`src/rtl/gbt_rx_frame_decoder.sv`:
```
`timescale 1ns/100ps
// gbt_rx_frame_decoder
//   Checks framing on a received 84-bit GBT frame stream. It verifies a
//   16-bit additive checksum and a 4-bit rolling sequence number. It runs a
//   lock state machine (UNLOCKED -> CHECKING -> LOCKED) and forwards the
//   payload of every good frame that is evaluated while locked.
//
// Ports
//   clk_ik          : 40 MHz frame clock
//   rstn_ir         : asynchronous active-low reset
//   frame_ib84      : {sc[1:0], ic[1:0], data[79:0]}
//   frame_valid_i   : frame is meaningful this cycle
//   clr_counters_i  : synchronous clear of err/good counters
//   payload_ob56    : data[71:16] of last accepted frame
//   type_ob4        : data[79:76] of last accepted frame
//   ic_ob2, sc_ob2  : ic / sc bits of last accepted frame
//   payload_valid_o : one-cycle accept strobe
//   locked_o        : decoder is in LOCKED
//   chk_err_o       : one-cycle checksum error strobe
//   seq_err_o       : one-cycle sequence error strobe
//   err_cnt_ob16    : saturating bad-frame count
//   good_cnt_ob32   : wrapping accepted-frame count
module gbt_rx_frame_decoder #(
  parameter int unsigned LOCK_CNT   = 8,
  parameter int unsigned UNLOCK_CNT = 4
) (
  input  logic        clk_ik,
  input  logic        rstn_ir,
  input  logic [83:0] frame_ib84,
  input  logic        frame_valid_i,
  input  logic        clr_counters_i,
  output logic [55:0] payload_ob56,
  output logic [3:0]  type_ob4,
  output logic [1:0]  ic_ob2,
  output logic [1:0]  sc_ob2,
  output logic        payload_valid_o,
  output logic        locked_o,
  output logic        chk_err_o,
  output logic        seq_err_o,
  output logic [15:0] err_cnt_ob16,
  output logic [31:0] good_cnt_ob32
);

  typedef enum logic [1:0] {
    ST_UNLOCKED = 2'd0,
    ST_CHECKING = 2'd1,
    ST_LOCKED   = 2'd2
  } state_t;

  localparam logic [7:0] LOCK_CNT_8   = 8'(LOCK_CNT);
  localparam logic [7:0] UNLOCK_CNT_8 = 8'(UNLOCK_CNT);

  // Sum of the four 16-bit words W3..W0, modulo 2^16
  function automatic logic [15:0] f_chk_sum(input logic [79:0] d);
    return d[79:64] + d[63:48] + d[47:32] + d[31:16];
  endfunction

  state_t      r_state, w_state_nxt;
  logic [3:0]  r_exp_seq, w_exp_seq_nxt;
  logic [7:0]  r_good_run, w_good_run_nxt;
  logic [7:0]  r_bad_run, w_bad_run_nxt;
  logic        w_accept, w_chk_err, w_seq_err, w_err_inc;
  logic        w_chk_ok, w_seq_ok, w_good;
  logic [3:0]  w_seq;
  logic [7:0]  w_good_inc, w_bad_inc;

  logic [55:0] r_payload;
  logic [3:0]  r_type;
  logic [1:0]  r_ic, r_sc;
  logic        r_payload_valid, r_locked, r_chk_err, r_seq_err;
  logic [15:0] r_err_cnt;
  logic [31:0] r_good_cnt;

  assign w_seq      = frame_ib84[75:72];
  assign w_chk_ok   = (f_chk_sum(frame_ib84[79:0]) == frame_ib84[15:0]);
  assign w_seq_ok   = (w_seq == r_exp_seq);
  assign w_good     = w_chk_ok && w_seq_ok;
  assign w_good_inc = r_good_run + 8'd1;
  assign w_bad_inc  = r_bad_run + 8'd1;

  // Next-state, run-counter and strobe decode for the evaluated frame
  always_comb begin
    w_state_nxt    = r_state;
    w_exp_seq_nxt  = r_exp_seq;
    w_good_run_nxt = r_good_run;
    w_bad_run_nxt  = r_bad_run;
    w_accept       = 1'b0;
    w_chk_err      = 1'b0;
    w_seq_err      = 1'b0;
    w_err_inc      = 1'b0;
    if (frame_valid_i) begin
      case (r_state)
        ST_UNLOCKED: begin
          // Sequence is not checked here; a good checksum seeds exp_seq
          if (w_chk_ok) begin
            w_exp_seq_nxt  = w_seq + 4'd1;
            w_good_run_nxt = 8'd1;
            w_state_nxt    = ST_CHECKING;
          end else begin
            w_chk_err = 1'b1;
          end
        end
        ST_CHECKING: begin
          if (w_good) begin
            w_exp_seq_nxt = r_exp_seq + 4'd1;
            if (w_good_inc == LOCK_CNT_8) begin
              // The frame completing the lock run is already accepted
              w_state_nxt    = ST_LOCKED;
              w_good_run_nxt = 8'd0;
              w_accept       = 1'b1;
            end else begin
              w_good_run_nxt = w_good_inc;
            end
          end else begin
            w_chk_err      = !w_chk_ok;
            w_seq_err      = w_chk_ok;
            w_err_inc      = 1'b1;
            w_good_run_nxt = 8'd0;
            w_state_nxt    = ST_UNLOCKED;
          end
        end
        ST_LOCKED: begin
          if (w_good) begin
            w_bad_run_nxt = 8'd0;
            w_exp_seq_nxt = r_exp_seq + 4'd1;
            w_accept      = 1'b1;
          end else begin
            w_chk_err = !w_chk_ok;
            w_seq_err = w_chk_ok;
            w_err_inc = 1'b1;
            // A trustworthy frame resynchronises the sequence; a corrupt one
            // only advances it
            w_exp_seq_nxt = w_chk_ok ? (w_seq + 4'd1) : (r_exp_seq + 4'd1);
            if (w_bad_inc == UNLOCK_CNT_8) begin
              w_bad_run_nxt = 8'd0;
              w_state_nxt   = ST_UNLOCKED;
            end else begin
              w_bad_run_nxt = w_bad_inc;
            end
          end
        end
        default: begin
          w_state_nxt    = ST_UNLOCKED;
          w_exp_seq_nxt  = 4'd0;
          w_good_run_nxt = 8'd0;
          w_bad_run_nxt  = 8'd0;
        end
      endcase
    end else begin
      w_state_nxt = r_state;
    end
  end

  // Lock state, expected sequence and run counters
  always_ff @(posedge clk_ik or negedge rstn_ir) begin
    if (!rstn_ir) begin
      r_state    <= ST_UNLOCKED;
      r_exp_seq  <= 4'd0;
      r_good_run <= 8'd0;
      r_bad_run  <= 8'd0;
    end else begin
      r_state    <= w_state_nxt;
      r_exp_seq  <= w_exp_seq_nxt;
      r_good_run <= w_good_run_nxt;
      r_bad_run  <= w_bad_run_nxt;
    end
  end

  // Registered outputs: accepted fields, strobes, lock flag and counters
  always_ff @(posedge clk_ik or negedge rstn_ir) begin
    if (!rstn_ir) begin
      r_payload       <= 56'd0;
      r_type          <= 4'd0;
      r_ic            <= 2'd0;
      r_sc            <= 2'd0;
      r_payload_valid <= 1'b0;
      r_locked        <= 1'b0;
      r_chk_err       <= 1'b0;
      r_seq_err       <= 1'b0;
      r_err_cnt       <= 16'd0;
      r_good_cnt      <= 32'd0;
    end else begin
      r_payload_valid <= w_accept;
      r_chk_err       <= w_chk_err;
      r_seq_err       <= w_seq_err;
      r_locked        <= (w_state_nxt == ST_LOCKED);
      if (w_accept) begin
        r_payload <= frame_ib84[71:16];
        r_type    <= frame_ib84[79:76];
        r_ic      <= frame_ib84[81:80];
        r_sc      <= frame_ib84[83:82];
      end
      // Clear wins over any increment in the same cycle
      if (clr_counters_i) begin
        r_err_cnt  <= 16'd0;
        r_good_cnt <= 32'd0;
      end else begin
        if (w_err_inc && (r_err_cnt != 16'hFFFF)) begin
          r_err_cnt <= r_err_cnt + 16'd1;
        end
        if (w_accept) begin
          r_good_cnt <= r_good_cnt + 32'd1;
        end
      end
    end
  end

  assign payload_ob56    = r_payload;
  assign type_ob4        = r_type;
  assign ic_ob2          = r_ic;
  assign sc_ob2          = r_sc;
  assign payload_valid_o = r_payload_valid;
  assign locked_o        = r_locked;
  assign chk_err_o       = r_chk_err;
  assign seq_err_o       = r_seq_err;
  assign err_cnt_ob16    = r_err_cnt;
  assign good_cnt_ob32   = r_good_cnt;

endmodule

```
`config.mk`:
```
export PLATFORM = sky130hd
export DESIGN_NAME = gbt_rx_frame_decoder
export DESIGN_NICKNAME = d
export VERILOG_FILES = /design/src/rtl/gbt_rx_frame_decoder.sv
export SDC_FILE = /design/constraint.sdc
export NUM_CORES = 1
export LEC_CHECK = 0
export ABC_AREA = 1
export BUFFER_PORTS_ARGS = -buffer_cell sky130_fd_sc_hd__buf_2
export CORE_MARGIN = 10
export CORE_UTILIZATION = 56
export CTS_CLUSTER_SIZE = 28
export DETAILED_ROUTE_END_ITERATION = 7
export PLACE_DENSITY = 0.82
export SETUP_SLACK_MARGIN = 0.15
export SLEW_MARGIN = 10
export SYNTH_ARGS = -nofsm -noshare
export SYNTH_HDL_FRONTEND = slang
export SYNTH_SLANG_ARGS = --single-unit
```
`constraint.sdc`:
```
create_clock -name clk_ik -period 5.05 [get_ports clk_ik]
set_clock_uncertainty 0.15 [all_clocks]
set_input_delay 0.2525 -clock clk_ik [delete_from_list [all_inputs] [get_ports clk_ik]]
set_output_delay 0.2525 -clock clk_ik [all_outputs]
set_load 0.02 [all_outputs]
```
==> results of run 1 <==
-- routing by layer --
metal / share of wire [%] / GRT usage (%)
met5: 0.040 / 0
met4: 4.2 / 12.39
met3: 8.2 / 5.774
met2: 48 / 45.04
met1: 39 / 33.76
-- critical path: cells and delay by family --
| family | cells | cell delay, ps |
|---|---|---|
| AND/OR/NAND/NOR | 16 | 1390 |
| buffers and inverters | 7 | 1310 |
| adder cells (fa/ha/maj) | 4 | 1750 |
-- power groups by stage --
stage | clock network (W) | registers, W | logic (W)
after floorplan | 0 | 0.00121 | 0.000723
after global placement | 0 | 0.00122 | 0.000961
after detailed placement | 0 | 0.00122 | 0.000981
after CTS | 0.00125 | 0.00120 | 0.00103
after global routing | 0.00131 | 0.00121 | 0.00119
final | 0.00125 | 0.00120 | 0.00106
-- timing repair --
action                                 CTS  global route
gates resized for setup                  0             4
setup endpoints to repair                0            22
hold buffers                            64             0
buffers inserted                         0             2
endpoints found under the hold margin  163             0
-- logic make-up after synthesis --
group	count (synthesis)	share of synthesized area, %
adders and majority gates	57	10.39
and+or+nand+nor	668	31.47
buffers and inverters	174	7.992
xor gates and xnor gates	55	5.332
DFF	138	38.23
AOI/OAI and AO/OA	102	6.482
muxes	1	0.1108
-- synth_stat cells, types with 3 or more instances --
library cell               instances
sky130_fd_sc_hd__o22ai_1           4
sky130_fd_sc_hd__xor2_1           34
sky130_fd_sc_hd__a21oi_1          20
sky130_fd_sc_hd__xnor2_1          21
sky130_fd_sc_hd__nor4_1           14
sky130_fd_sc_hd__dfrtp_1         138
sky130_fd_sc_hd__nand4_1          22
sky130_fd_sc_hd__ha_1             27
sky130_fd_sc_hd__nor2_1           71
sky130_fd_sc_hd__buf_6             5
sky130_fd_sc_hd__buf_2            12
sky130_fd_sc_hd__fa_1             30
sky130_fd_sc_hd__nand3b_1          5
sky130_fd_sc_hd__buf_4             3
sky130_fd_sc_hd__nand2_1         436
sky130_fd_sc_hd__nand3_1          67
sky130_fd_sc_hd__inv_1           141
sky130_fd_sc_hd__o21ai_1           3
sky130_fd_sc_hd__o31ai_1          16
sky130_fd_sc_hd__nor3_1           33
sky130_fd_sc_hd__inv_2             6
sky130_fd_sc_hd__nor2_2            5
sky130_fd_sc_hd__o21ai_0          50
sky130_fd_sc_hd__clkbuf_1          5
sky130_fd_sc_hd__nand2_2           4
-- registers in the layout (all words and copies together) (netlist names) --
signal / count
r_good_run: 8
type_ob4: 4
chk_err_o: 1
ic_ob2: 2
err_cnt_ob16: 16
good_cnt_ob32: 32
payload_ob56: 56
seq_err_o: 1
sc_ob2: 2
r_exp_seq: 4
r_bad_run: 8
payload_valid_o: 1
r_state: 2
locked_o: 1
-- final timing paths --
path | depth (start not counted) | slack, ps | from | endpoint
max | 27 | 480 | frame_ib84[17] | good_cnt_ob32[9]
min | 3 | 30 | frame_ib84[65] | payload_ob56[49]
max reg2reg | 10 | 2230 | r_exp_seq[3] | good_cnt_ob32[9]
min reg2reg | 2 | 320 | payload_ob56[21] | payload_ob56[21]
max in group asynchronous | 3 | 3300 | rstn_ir | r_bad_run[0]
min in group asynchronous | 2 | 360 | rstn_ir | payload_ob56[16]
-- metrics by stage --
step / util (%) / setup WS [ps] / std cells
after CTS: 72.33 / 480.0 / 1689
after global placement: 64.59 / 659.4 / 1593
after global routing: 72.57 / 105.3 / 1696
after floorplan: - / 1238 / 1195
after detailed placement: 64.59 / 616.3 / 1593
final: 72.57 / 485.0 / 1696
-- final cells by class --
cell class | count | area [sq um]
clock inverter | 14 | 145.1
multi-input combinational | 883 | 4861
inverter | 148 | 560.5
sequential | 138 | 3453
fill | 1218 | 4342
antenna | 5 | 12.51
timing repair buffer | 274 | 1744
tap | 216 | 270.3
clock buffer | 18 | 439.2
==> run summary, run 1 <==
Subtracting the final worst setup slack from the clock period gives 4565 ps. Entering global routing, the biggest net connects 102 pins. Sorting the synthesized cells by area gives the leading types as sky130_fd_sc_hd__dfrtp_1 (38%), sky130_fd_sc_hd__nand2_1 (18%), sky130_fd_sc_hd__fa_1 (6.6%).

The number of nets produced by synthesis was 1340. The final layout contains routed wiring with a total length of 29720 um. Buffers placed on the I/O ports in this run total 203. After clock tree synthesis, the clock-pin slew on the worst setup and hold paths is 60 ps.

The library cell used most frequently in the layout, excluding fill and tap cells, is sky130_fd_sc_hd__nand2_1. The path type of the worst min-delay path is input port to flip-flop. The detailed router finished its first iteration with 840 violations. Measured against its own limit, the worst slew margin works out to 29.44%. The tools report the routability congestion estimate as 0.9705.

TritonCTS created 17 clock buffers. The core box area came out at 0.01583 sq mm. Endpoint kind of the worst setup timing path: a flip-flop. The tools report the share of power burned in registers as 34.2%.

The via count of the first global-routing pass came out at 9086. The worst-margin pin slew is 1049 ps, and the later-pin clock latency in the skew report is 430 ps. Worst hold-check slack: 34.54 ps. For this run, asynchronously set or reset flops after synthesis account for 100.0%. For this run, the leading register cell type out of synthesis is sky130_fd_sc_hd__dfrtp_1. Summed over all nets, the switching power comes to 0.001218 W.

The highest clock rate was 219.1 MHz; the top-level port count was 204. The count of nets left with antenna violations after detail routing was 0. The biggest area contributor in the post-synthesis netlist is sky130_fd_sc_hd__dfrtp_1. The overall fraction of global-route tracks in use is 27.31%.

The tools report the internal cell power as 0.002294 W. After technology mapping, the gate count stands at 1195. The share of synthesized area in the top cell type comes to 38.23%. The synthesized netlist contains 47 unique library cells. The per-instance average area after synthesis works out to 7.560 sq um. The initial core utilization is 57.08%, and the full die area is 0.02161 sq mm. The cell area that synthesis handed to floorplanning was 0.009034 sq mm. The run gives 47620 um as the first-pass GRT wire length.

The Yosys step of the flow raised 0 warnings. After floorplanning, the core was divided into 46 placement rows. The detailed-route via count is 9282, and the power per unit of standard cell area is 305.7 mW/mm^2. In this run, synthesis produced a sequential element count of 138. The analysis attributes to cell leakage a power of 6.040 nW.

The number of hold violations in the final report came out at 0. The cell that appears most often on the critical path is sky130_fd_sc_hd__nand2_1. Dividing the final minimum period by the clock period gives 90.40%.

Among all stages on the critical path, the largest delay is contributed by sky130_fd_sc_hd__dlygate4sd3_1. The run finished with clean final reports. Total DRC errors in the routed layout: 0.

The power share of the combinational group was 30.2%; the final cell area excluding filler cells was 0.01149 sq mm. Relative to the synthesized area, the layout overhead comes to 27.15%. The sequential area share after synthesis is 38.23%, and the final setup violation count is 0. Counting every sink on the clock net gives 138. Dividing the detail-routed via count by the number of cells gives 5.473. Max-cap violations in this run came to 0. TritonCTS built the clock tree.

The run gives 4 as the H-tree depth. Setup repair after global routing could not meet its margin everywhere. Required time of the worst setup path: 5220 ps.

For the count of TritonRoute iterations in the first routing pass, the log shows 7. The run gives 6 as the number of antenna violations at the first check in global routing. IR analysis of the VDD net gives a maximum drop of 290.4 uV.

From left edge to right edge, the die measures 147.0 um. The worst setup path is launched from an input port. Number of pins exceeding their max-slew limit in the final report: 0. The tree is rooted in a sky130_fd_sc_hd__clkbuf_16.

The clock network accounts for 35.6% of the total power. Yosys mapped a number of flops with a built-in enable equal to 0. After global routing the overflow that remains totals 0.

The height of the die is 147.0 um, and the critical-path maximum fanout is 24. The critical path is of the input port to flip-flop type. In the final layout, the share of cells above drive strength 1 is 18.31%.

After detailed routing, the average wire length per cell comes to 17.52 um. In this run switching power makes up 34.67% of total power. For this run, the post-layout net count is 1607.

In the final timing run, aggregate negative setup slack is 0 ps. At the worst endpoint, the arrival time is 4730 ps. For this run, the slowest stage of the critical path takes 550 ps. After detailed placement, the total cell area comes to 0.01022 sq mm. The wire-length estimate of the detail-placed layout is 21000 um.

The library cells used most frequently in the layout, excluding fill and tap cells, are sky130_fd_sc_hd__nand2_1 (435), sky130_fd_sc_hd__buf_2 (202), sky130_fd_sc_hd__inv_1 (139), sky130_fd_sc_hd__dfrtp_1 (138), sky130_fd_sc_hd__nor2_1 (71). The tools report the total power as 0.003512 W. No sink is reached through more buffers than the 2 on the longest clock path.
(Power assumes the default switching activity.)
==> inputs of run 2 (changes only) <==
- CORE_UTILIZATION: 56 -> 55
- PLACE_DENSITY: 0.82 -> 0.88
- clock period: 5.05 -> 4.9 ns (I/O delays scaled with it)
==> run summary, run 2 (synthesized netlist as in run 1, its figures left out) <==
The number of placement rows is 46 (unchanged), and the number of nets in the final layout is 1614 (was 1607). The path type of the worst min-delay path was input port to flip-flop (unchanged). The count of TritonRoute iterations in the first routing pass was 6 (was 7). The tools report the number of pins exceeding their max-slew limit in the final report as 0 (unchanged).

The logs give 6.109 nW (was 6.040 nW) for the leakage power total and 218.6 MHz for the highest clock rate. The share of the core filled with cells was 72.71% (was 72.57%); the ratio of cells with drive above 1 in the final layout was 19.23% (was 18.31%). The run gives 0 ps (unchanged) as the final total negative setup slack.

The logs give 0 (unchanged) for the total of max-cap violations and 21310 um (was 21000 um) for the post-DP HPWL. The buffer cell driving the clock tree root is sky130_fd_sc_hd__clkbuf_16 (unchanged). Violation count after the first detailed-routing iteration: 1218 (was 840). The area growth from synthesis to final layout was 28.78% (was 27.15%). The fraction of the cycle the final worst path needs came out at 93.35%. The average wire length per cell after detail routing is 18.59 um (was 17.52 um), and the via-per-instance ratio is 5.707 (was 5.473). For the clock sink count, the log shows 138 (unchanged). The path type of the worst setup path was input port to flip-flop (unchanged). Setup repair after global routing left no endpoint under its margin. The power per unit of standard cell area came out at 316.6 mW/mm^2 (was 305.7 mW/mm^2).

The run gives 4730 ps (about the same) as the critical path arrival. The logs give 5050 ps (was 5220 ps) for the required time of the worst setup path and 0.01163 sq mm (was 0.01149 sq mm) for the final cell area excluding filler cells. The placed standard-cell area was 0.01021 sq mm (was 0.01022 sq mm); the overall routed net length was 31660 um (was 29720 um). H-tree depth: 4 (unchanged). The tightest slew margin relative to the limit was 30.45% (was 29.44%). Commonest cells after routing, fill and taps aside: sky130_fd_sc_hd__nand2_1 (434), sky130_fd_sc_hd__buf_2 (202), sky130_fd_sc_hd__inv_1 (140), sky130_fd_sc_hd__dfrtp_1 (138), sky130_fd_sc_hd__nor2_1 (68) (was sky130_fd_sc_hd__nand2_1 (435), sky130_fd_sc_hd__buf_2 (202), sky130_fd_sc_hd__inv_1 (139), sky130_fd_sc_hd__dfrtp_1 (138), sky130_fd_sc_hd__nor2_1 (71)).

For the final setup violation count, the log shows 0 (unchanged). The tools report the deepest clock path buffer count as 2 (unchanged). The initial core utilization came out at 56.46% (was 57.08%). Largest voltage drop on the vdd net: 289.3 uV (was 290.4 uV). The endpoint kind of the worst setup timing path is a flip-flop (unchanged). The run finished with clean final reports. The full die area is 0.02195 sq mm (was 0.02161 sq mm), and the clock period minus final worst setup slack is 4574 ps.

The tools report the number of buffers created by CTS as 17 (unchanged). The total DRC errors in the routed layout was 0 (unchanged); the top-level port count was 204 (unchanged). The final global-route overflow total is 0 (unchanged), and the number of port buffers is 203 (unchanged). The number of antenna violations at the first check in global routing was 4 (was 6); the first-pass GRT wire length was 48750 um (was 47620 um). The run gives 1181 (was 1218) as the filler cell count in the final layout.

TritonCTS built the clock tree. The most frequent standard cell in the layout excluding fill and tap cells was sky130_fd_sc_hd__nand2_1 (unchanged). The flip-flop count of the largest register, all copies and words added was 56 (unchanged); the critical-path maximum fanout was 11 (was 24).

The overall fraction of global-route tracks in use was 27.51% (was 27.31%). The die width was 148.2 um (was 147.0 um); the later-pin clock latency in the skew report was 440 ps (was 430 ps). The tools report the via count of the first global-routing pass as 9475 (was 9086). The detailed-route via count is 9719 (was 9282), and the post-CTS clock slew at the launch and capture registers of the worst setup and hold paths is 60 ps (about the same).

Element type at the critical path start: an input port (unchanged). The run gives 91 (was 102) as the maximum number of pins on one net before global-route repair. The logs give 0 (unchanged) for the count of nets left with antenna violations after detail routing and 0.003683 W (was 0.003512 W) for the total power. The routability congestion estimate was 1.011 (was 0.9705); the number of hold violations in the final report was 0 (unchanged). The core box area is 0.01600 sq mm (was 0.01583 sq mm), and the worst-margin pin slew is 1042 ps (was 1049 ps). The height of the die was 148.2 um (was 147.0 um).
==> run 2: changes by cell type in the layout (fill, tap and decap cells not counted), moves of 3 or more <==
cell	change
sky130_fd_sc_hd__buf_4	+4
sky130_fd_sc_hd__clkinv_2	-4
sky130_fd_sc_hd__inv_6	+4
sky130_fd_sc_hd__inv_8	+3
sky130_fd_sc_hd__nor2_1	-3
==> run 2: area by class of cell <==
cell class              count  area, sq um  share of cell area [%]
repair buffers            281         1836                   15.78
diodes                      5        12.51                  0.1075
multi-input cells         883         4916                   42.26
well taps                 216        270.3                   2.323
clock buffers              17        425.4                   3.657
inverters                 148        566.8                   4.872
flip-flops and latches    138         3453                   29.68
clock inverters            15        153.9                   1.323
==> run 2: path summary, 6_finish.rpt <==
check	startpoint	end	slack, ps	depth (start not counted)
max	frame_ib84[49]	good_cnt_ob32[13]	330	20
min	frame_ib84[65]	payload_ob56[49]	40	3
max reg2reg	r_exp_seq[1]	good_cnt_ob32[13]	2060	7
min reg2reg	ic_ob2[1]	ic_ob2[1]	330	2
max in group asynchronous	rstn_ir	r_bad_run[1]	3110	3
min in group asynchronous	rstn_ir	payload_ob56[16]	310	2
==> run 2: timing repair <==
| item | CTS | global route |
|---|---|---|
| hold buffers | 64 | 0 |
| setup buffers | 0 | 7 |
| endpoints found under the setup margin | 0 | 126 |
| resized for setup | 0 | 25 |
| endpoints found under the hold margin | 152 | 0 |
==> run 2: power breakdown <==
part	switching [W]	internal (W)	total, W
clock network	0.000581	0.000718	0.00130
registers	0.0000538	0.00119	0.00124
logic	0.000720	0.000423	0.00114
total	0.00135	0.00233	0.00368
==> run 2: per-stage QoR <==
| stage | hold slack, ps | worst slack [ps] | instances |
|---|---|---|---|
| 2_1_floorplan | -200.6 | 1095 | 1195 |
| 3_3_place_gp | 223.2 | 540.7 | 1593 |
| 3_5_place_dp | 231.5 | 453.1 | 1593 |
| 4_1_cts | 28.09 | 300.1 | 1689 |
| 5_1_grt | 93.52 | 113.1 | 1702 |
| 6_report | 43.53 | 325.8 | 1703 |
==> run 2: per-layer routing <==
layer	GRT usage (%)	part of all wire (%)	vias up
met4	13.28	5.1	0
met1	32.73	36	4530
li1	-	-	4368
met3	5.947	10	147
met2	46.34	48	674
met5	0	0	-
==> run 2: critical path: stages <==
cell and delay, ps:
sky130_fd_sc_hd__dlygate4sd3_1 560, sky130_fd_sc_hd__buf_2 160, sky130_fd_sc_hd__fa_1 550, sky130_fd_sc_hd__inv_1 70
sky130_fd_sc_hd__fa_1 520, sky130_fd_sc_hd__inv_1 70, sky130_fd_sc_hd__ha_4 180, sky130_fd_sc_hd__fa_2 530
sky130_fd_sc_hd__xnor2_1 140, sky130_fd_sc_hd__nand3_1 120, sky130_fd_sc_hd__nor2_2 160, sky130_fd_sc_hd__nand3_2 90
sky130_fd_sc_hd__nor2_2 140, sky130_fd_sc_hd__nand3_2 100, sky130_fd_sc_hd__nor2_4 150, sky130_fd_sc_hd__nand3_4 180
sky130_fd_sc_hd__nor3_4 320, sky130_fd_sc_hd__nor2_4 110, sky130_fd_sc_hd__clkinvlp_4 200, sky130_fd_sc_hd__o21ai_0 120
